**src/rtl/cfg_pkg.sv**
```systemverilog
// Shared register offsets, bit positions and APB state encoding for the TPU configuration block.
package cfg_pkg;

  typedef enum logic {
    APB_IDLE = 1'b0,
    APB_RESP = 1'b1
  } apb_state_e;

  localparam logic [7:0] OFF_CTRL   = 8'h00;
  localparam logic [7:0] OFF_ENABLE = 8'h04;
  localparam logic [7:0] OFF_STATUS = 8'h08;
  localparam logic [7:0] OFF_CYCLES = 8'h0C;
  localparam logic [7:0] OFF_IRQ_EN = 8'h10;
  localparam logic [7:0] OFF_ID     = 8'h14;

  localparam int CTRL_START_BIT  = 0;
  localparam int CTRL_AUTO_BIT   = 1;
  localparam int STAT_DONE_BIT   = 0;
  localparam int STAT_STICKY_BIT = 1;
  localparam int STAT_BUSY_BIT   = 2;

endpackage

```
**src/rtl/cfg_run_counter.sv**
```systemverilog
// Run-cycle counter: synchronous clear has priority, counts while enabled, sticks at all-ones.
module cfg_run_counter #(
  parameter int CNT_WIDTH = 32
) (
  input  logic                 clk,
  input  logic                 reset,
  input  logic                 clr,
  input  logic                 en,
  output logic [CNT_WIDTH-1:0] count
);

  logic [CNT_WIDTH-1:0] count_q, count_d;

  always_comb begin
    count_d = count_q;
    if (clr) begin
      count_d = '0;
    end else if (en && (count_q != '1)) begin
      count_d = count_q + CNT_WIDTH'(1);
    end
  end

  always_ff @(posedge clk) begin
    if (reset) count_q <= '0;
    else       count_q <= count_d;
  end

  assign count = count_q;

endmodule

```
**src/rtl/cfg.sv**
```systemverilog
// APB configuration/status slave for the TPU control FSM: stage enables, start/done handshake,
// done interrupt and run-cycle counter. One wait state per transfer.
module cfg
  import cfg_pkg::*;
#(
  parameter int          ADDR_WIDTH = 8,
  parameter int          CNT_WIDTH  = 32,
  parameter logic [31:0] ID_VALUE   = 32'h5450_0001
) (
  input  logic                  clk,
  input  logic                  reset,
  input  logic [ADDR_WIDTH-1:0] PADDR,
  input  logic                  PWRITE,
  input  logic                  PSEL,
  input  logic                  PENABLE,
  input  logic [31:0]           PWDATA,
  output logic [31:0]           PRDATA,
  output logic                  PREADY,
  output logic                  PSLVERR,
  output logic                  start_tpu,
  output logic                  enable_matmul,
  output logic                  enable_norm,
  output logic                  enable_pool,
  output logic                  enable_activation,
  input  logic                  done_tpu,
  output logic                  irq
);

  apb_state_e           state_q, state_d;
  logic [31:0]          prdata_q, prdata_d;
  logic                 pslverr_q, pslverr_d;
  logic                 start_q, start_d;
  logic                 auto_clear_q, auto_clear_d;
  logic [3:0]           enable_q, enable_d;
  logic                 sticky_q, sticky_d;
  logic                 irq_en_q, irq_en_d;
  logic                 irq_q, irq_d;
  logic                 done_q;

  logic [ADDR_WIDTH-1:0] addr_w;
  logic                  access, wr, busy, done_rise;
  logic                  addr_err, ro_err, en_busy_err, reject, wr_ok, warn;
  logic [31:0]           rd_data;
  logic [CNT_WIDTH-1:0]  cycles;
  logic                  cnt_clr;
  logic                  unused_ok;

  assign addr_w    = {PADDR[ADDR_WIDTH-1:2], 2'b00};
  assign access    = (state_q == APB_IDLE) && PSEL && PENABLE;
  assign wr        = access && PWRITE;
  assign busy      = start_q & ~done_tpu;
  assign done_rise = done_tpu & ~done_q;
  assign unused_ok = ^{PADDR[1:0], PWDATA[31:4]};

  // Address decode: read mux plus the three reasons a transfer is rejected
  always_comb begin
    rd_data     = '0;
    addr_err    = 1'b0;
    ro_err      = 1'b0;
    en_busy_err = 1'b0;
    case (addr_w)
      ADDR_WIDTH'(OFF_CTRL):   rd_data = {30'b0, auto_clear_q, start_q};
      ADDR_WIDTH'(OFF_ENABLE): begin
        rd_data     = {28'b0, enable_q};
        en_busy_err = PWRITE && busy;
      end
      ADDR_WIDTH'(OFF_STATUS): rd_data = {29'b0, busy, sticky_q, done_tpu};
      ADDR_WIDTH'(OFF_CYCLES): begin
        rd_data = 32'(cycles);
        ro_err  = PWRITE;
      end
      ADDR_WIDTH'(OFF_IRQ_EN): rd_data = {31'b0, irq_en_q};
      ADDR_WIDTH'(OFF_ID): begin
        rd_data = ID_VALUE;
        ro_err  = PWRITE;
      end
      default: addr_err = 1'b1;
    endcase
    reject = addr_err | ro_err | en_busy_err;
    wr_ok  = wr & ~reject;
    // Starting without matmul enabled is allowed but flagged back to software
    warn   = wr_ok && (addr_w == ADDR_WIDTH'(OFF_CTRL)) && PWDATA[CTRL_START_BIT] && !enable_q[0];
  end

  always_comb begin
    state_d   = state_q;
    prdata_d  = '0;
    pslverr_d = 1'b0;
    case (state_q)
      APB_IDLE: begin
        if (access) begin
          state_d   = APB_RESP;
          prdata_d  = (PWRITE || reject) ? 32'h0 : rd_data;
          pslverr_d = reject | warn;
        end
      end
      APB_RESP: state_d = APB_IDLE;
      default:  state_d = APB_IDLE;
    endcase
  end

  // Register updates: APB write overrides auto-clear, done_rise overrides W1C
  always_comb begin
    start_d      = start_q;
    auto_clear_d = auto_clear_q;
    enable_d     = enable_q;
    sticky_d     = sticky_q;
    irq_en_d     = irq_en_q;
    if (done_rise && auto_clear_q) start_d = 1'b0;
    if (wr_ok) begin
      case (addr_w)
        ADDR_WIDTH'(OFF_CTRL): begin
          start_d      = PWDATA[CTRL_START_BIT];
          auto_clear_d = PWDATA[CTRL_AUTO_BIT];
        end
        ADDR_WIDTH'(OFF_ENABLE): enable_d = PWDATA[3:0];
        ADDR_WIDTH'(OFF_STATUS): if (PWDATA[STAT_STICKY_BIT]) sticky_d = 1'b0;
        ADDR_WIDTH'(OFF_IRQ_EN): irq_en_d = PWDATA[0];
        default: ;
      endcase
    end
    if (done_rise) sticky_d = 1'b1;
    irq_d = sticky_q & irq_en_q;
  end

  assign cnt_clr = start_d & ~start_q;

  always_ff @(posedge clk) begin
    if (reset) begin
      state_q      <= APB_IDLE;
      prdata_q     <= '0;
      pslverr_q    <= 1'b0;
      start_q      <= 1'b0;
      auto_clear_q <= 1'b0;
      enable_q     <= '0;
      sticky_q     <= 1'b0;
      irq_en_q     <= 1'b0;
      irq_q        <= 1'b0;
      done_q       <= 1'b0;
    end else begin
      state_q      <= state_d;
      prdata_q     <= prdata_d;
      pslverr_q    <= pslverr_d;
      start_q      <= start_d;
      auto_clear_q <= auto_clear_d;
      enable_q     <= enable_d;
      sticky_q     <= sticky_d;
      irq_en_q     <= irq_en_d;
      irq_q        <= irq_d;
      done_q       <= done_tpu;
    end
  end

  cfg_run_counter #(.CNT_WIDTH(CNT_WIDTH)) u_run_counter (
    .clk   (clk),
    .reset (reset),
    .clr   (cnt_clr),
    .en    (busy),
    .count (cycles)
  );

  assign PREADY            = (state_q == APB_RESP);
  assign PRDATA            = prdata_q;
  assign PSLVERR           = pslverr_q;
  assign start_tpu         = start_q;
  assign enable_matmul     = enable_q[0];
  assign enable_norm       = enable_q[1];
  assign enable_pool       = enable_q[2];
  assign enable_activation = enable_q[3];
  assign irq               = irq_q;

endmodule

```
**config.mk**
```make
export PLATFORM = sky130hd
export DESIGN_NAME = cfg
export DESIGN_NICKNAME = d
export VERILOG_FILES = /design/src/rtl/cfg_pkg.sv /design/src/rtl/cfg_run_counter.sv /design/src/rtl/cfg.sv
export SDC_FILE = /design/constraint.sdc
export NUM_CORES = 1
export LEC_CHECK = 0
export ABC_AREA = 1
export BUFFER_PORTS_ARGS = -buffer_cell sky130_fd_sc_hd__buf_2
export CAP_MARGIN = 25
export CORE_MARGIN = 4
export CORE_UTILIZATION = 40
export DETAILED_ROUTE_END_ITERATION = 8
export SKIP_CTS_REPAIR_TIMING = 1
export SYNTH_ARGS = -nofsm -noshare
export SYNTH_HDL_FRONTEND = slang
export SYNTH_SLANG_ARGS = --single-unit
```
**constraint.sdc**
```tcl
create_clock -name clk -period 1.7 [get_ports clk]
set_input_delay 0.085 -clock clk [delete_from_list [all_inputs] [get_ports clk]]
set_output_delay 0.085 -clock clk [all_outputs]
set_load 0.02 [all_outputs]
```
==> run_results.csv <==
group,metric,value,unit
floorplanning,start_util,41.7,%
drt,vias_per_cell,4.84,
place,port_buffers,55,
floorplanning,dieArea,0.0108,mm2
floorplanning,core,0.00885,mm2
clock_network,cts_sinks,76,
timing,period_share,94.9,%
worst_setup_path,crit_slowest_cell,"dfxtp_2",
logic_synthesis,synth_edf_count,0,
worst_setup_path,critPathBufInv,2,
timing,post-route-min-period,1.61,ns
clock_network,cts-root-buf,"clkbuf_8",
logic_synthesis,synth_commonest_cells,"nand2_1 (142), nor2_1 (115), dfxtp_1 (76)",
timing,tightest_slew,0.365,ns
drt,ant_nets,0,
global_routing,antenna_found_initial,0,
place,hpwl,7480,um
floorplanning,rows,34,
clock_network,clockBufferDepth,2,
global_routing,grt_pass1_wl,16900,um
finish,antennaDiodeCount,0,
clock_network,cts_inserted_buffers,9,
logic_synthesis,ys.warnings.count,0,
drt,drcViolationCount,0,
logic_synthesis,synthArstFlopShare,0,%
clock_network,cts_tree,"yes",
clock_network,clk_latency,0.35,ns
finish,final_area,0.00479,mm2
finish,ff_latch_area,0.00153,mm2
finish,final_util,54.2,%
worst_setup_path,cp_data_required_time,1.95,ns
place,placed_cell_area,0.00433,mm2
global_routing,first_global_vias,3544,
drt,dr.pass1.iters,5,
finish,drive_above_1_share,24.1,%
worst_setup_path,cp-start-kind,"register",
global_routing,overflow,0,
worst_setup_path,path_class,"reg -> reg",
logic_synthesis,synth_top_area_cell,"dfxtp_1",
timing,skew,0.00886,ns
clock_network,htreeDepth,3,
floorplanning,ios,86,
worst_setup_path,path_delay_family,"simple AND/OR/NAND/NOR gates",
worst_setup_path,arrival,1.86,ns
run,cap_violations,0,
power,p_leak,1.99,nW
logic_synthesis,syn_area_per_cell,6.56,um2
power,powerDensity,729,mW/mm2
finish,fillerInstances,878,
logic_synthesis,yosysSeqAreaShare,41.3,%
logic_synthesis,post-synth-top-area-fraction,41.3,%
timing,hold_viol,0,
logic_synthesis,synth_cell_type_count,33,
drt,num_vias,3762,
drt,wl_per_cell,13.4,um
logic_synthesis,synth_area,0.00369,mm2
worst_setup_path,crit_fanout,16,
finish,multiInputGateArea,0.00185,mm2
timing,slew_viol_final,0,
finish,syn2layout_area_growth,30.0,%
floorplanning,die_w,104,um
timing,setup_viol,0,
outcome,status,"complete, no violations",
clock_network,path_clk_slew,0.08,ns
logic_synthesis,synth.most_common_cell,"nand2_1",
logic_synthesis,synth_fp_nets,609,
worst_setup_path,path_cells,"ha_4, nand2_2, nor2_4, nand2_4, nor2_4, nand2_2, nand2_8, buf_12, inv_8, a21oi_1, nor2_1",
worst_setup_path,critPathMaxStageDelay,0.37,ns
finish,nets,711,
logic_synthesis,synth-seq-cells,76,
logic_synthesis,synthFlopType,"dfxtp_1",
timing,fmaxAchievable,620,MHz
global_routing,track_usage,19.1,%
worst_setup_path,crit_path_end_kind,"register",
drt,initialDrtViolationCount,163,
logic_synthesis,synthCells,562,
drt,drt-total-wl,10400,um
min_path,hp-class,"in -> reg",
logic_synthesis,synth_area_leaders,"dfxtp_1 (41%), nand2_1 (14%), nor2_1 (12%)",
global_routing,grt_max_degree,33,
timing,max_slew_margin,75.4,%
power,ir_drop,0.341,mV
place,gp_congestion,0.926,
floorplanning,die_height,104,um
power breakdown:
part / internal, mW / switching, mW / total, mW
Combinational: 0.0355 / 0.0601 / 0.0956
Clock: 0.948 / 0.668 / 1.62
Sequential: 1.78 / 0.00256 / 1.78
Total: 2.77 / 0.731 / 3.50
flip-flops by register name, summed over array words and instances, names as in the netlist:
name	count
PRDATA	32
done_q	1
enable_q	4
sticky_q	1
irq_en_q	1
PSLVERR	1
PREADY	1
start_tpu	1
u_run_counter.count	32
irq	1
auto_clear_q	1
placed cells by master, fill, tap and decap left out, types with 2 or more instances in the layout:
cell type | netlist | layout
bufinv_16 | 0 | 2
inv_1 | 72 | 72
nor3_2 | 3 | 3
buf_4 | 4 | 41
buf_2 | 6 | 55
nor2_2 | 5 | 12
nand2_2 | 4 | 4
dfxtp_2 | 0 | 5
a21oi_1 | 24 | 24
nor2_4 | 2 | 5
o21ai_1 | 1 | 2
nor3_1 | 20 | 20
nand2_1 | 142 | 140
dfxtp_1 | 76 | 70
buf_12 | 1 | 5
a22oi_1 | 2 | 2
o21ai_0 | 14 | 13
nand3_1 | 37 | 36
dlygate4sd3_1 | 0 | 2
nor2_1 | 115 | 105
clkbuf_8 | 0 | 12
nand4_1 | 5 | 5
xnor2_1 | 3 | 3
inv_2 | 4 | 3
o21ai_2 | 2 | 2
nand2_4 | 1 | 2
xor2_1 | 7 | 7
per-layer routing:
metal	vias up	share of wire (%)	global-route usage, %
met5	-	0	0
met4	0	2.4	8.26
met3	18	5.5	4.59
met2	82	46	30.2
met1	1715	46	24.9
li1	1947	-	-
final cells by class:
| cell class | count | area share, % |
|---|---|---|
| multi-input combinational | 394 | 38.7 |
| sequential | 76 | 31.9 |
| timing repair buffer | 104 | 14.9 |
| inverter | 77 | 6.29 |
| clock buffer | 13 | 3.52 |
| tap | 108 | 2.82 |
| clock inverter | 3 | 1.41 |
| timing repair inverter | 2 | 0.418 |
path summary, 6_finish.rpt:
| path | startpoint | endpoint | slack (ns) | depth (start not counted) |
|---|---|---|---|---|
| setup / recovery | u_run_counter.count[1] | u_run_counter.count[30] | 0.09 | 11 |
| hold / removal | PWDATA[3] | enable_q[3] | 0.009 | 3 |
| setup reg to reg | u_run_counter.count[1] | u_run_counter.count[30] | 0.09 | 11 |
| hold reg to reg | irq_en_q | irq | 0.46 | 2 |
per-stage QoR:
step	setup TNS, ns	hold WS [ns]	power, mW	std cells	setup WS, ns
final	0	0.00882	3.50	777	0.0865
after CTS	-2.18	-0.0200	3.52	768	-0.152
after floorplan	0	0.217	1.87	562	0.0233
after global routing	-0.0786	0.00784	3.62	777	-0.0438
after global placement	-0.797	0.342	1.92	752	-0.0699
after detailed placement	-1.76	0.354	1.92	752	-0.124
worst reg2reg max path, stage by stage (launching register included):
cell and delay (ns):
dfxtp_2 0.37, ha_4 0.14, nand2_2 0.07, nor2_4 0.14, nand2_4 0.08, nor2_4 0.09
nand2_2 0.09, nand2_8 0.14, buf_12 0.12, inv_8 0.05, a21oi_1 0.15, nor2_1 0.06
cell families after synthesis:
logic type	Yosys count	share of synthesized area [%]
simple gates	336	38.4
buf+inv	92	10.6
flops	76	41.3
compound gates	47	7.03
xor+xnor	10	2.38
fa+ha+maj	1	0.339
(Power assumes the default switching activity.)
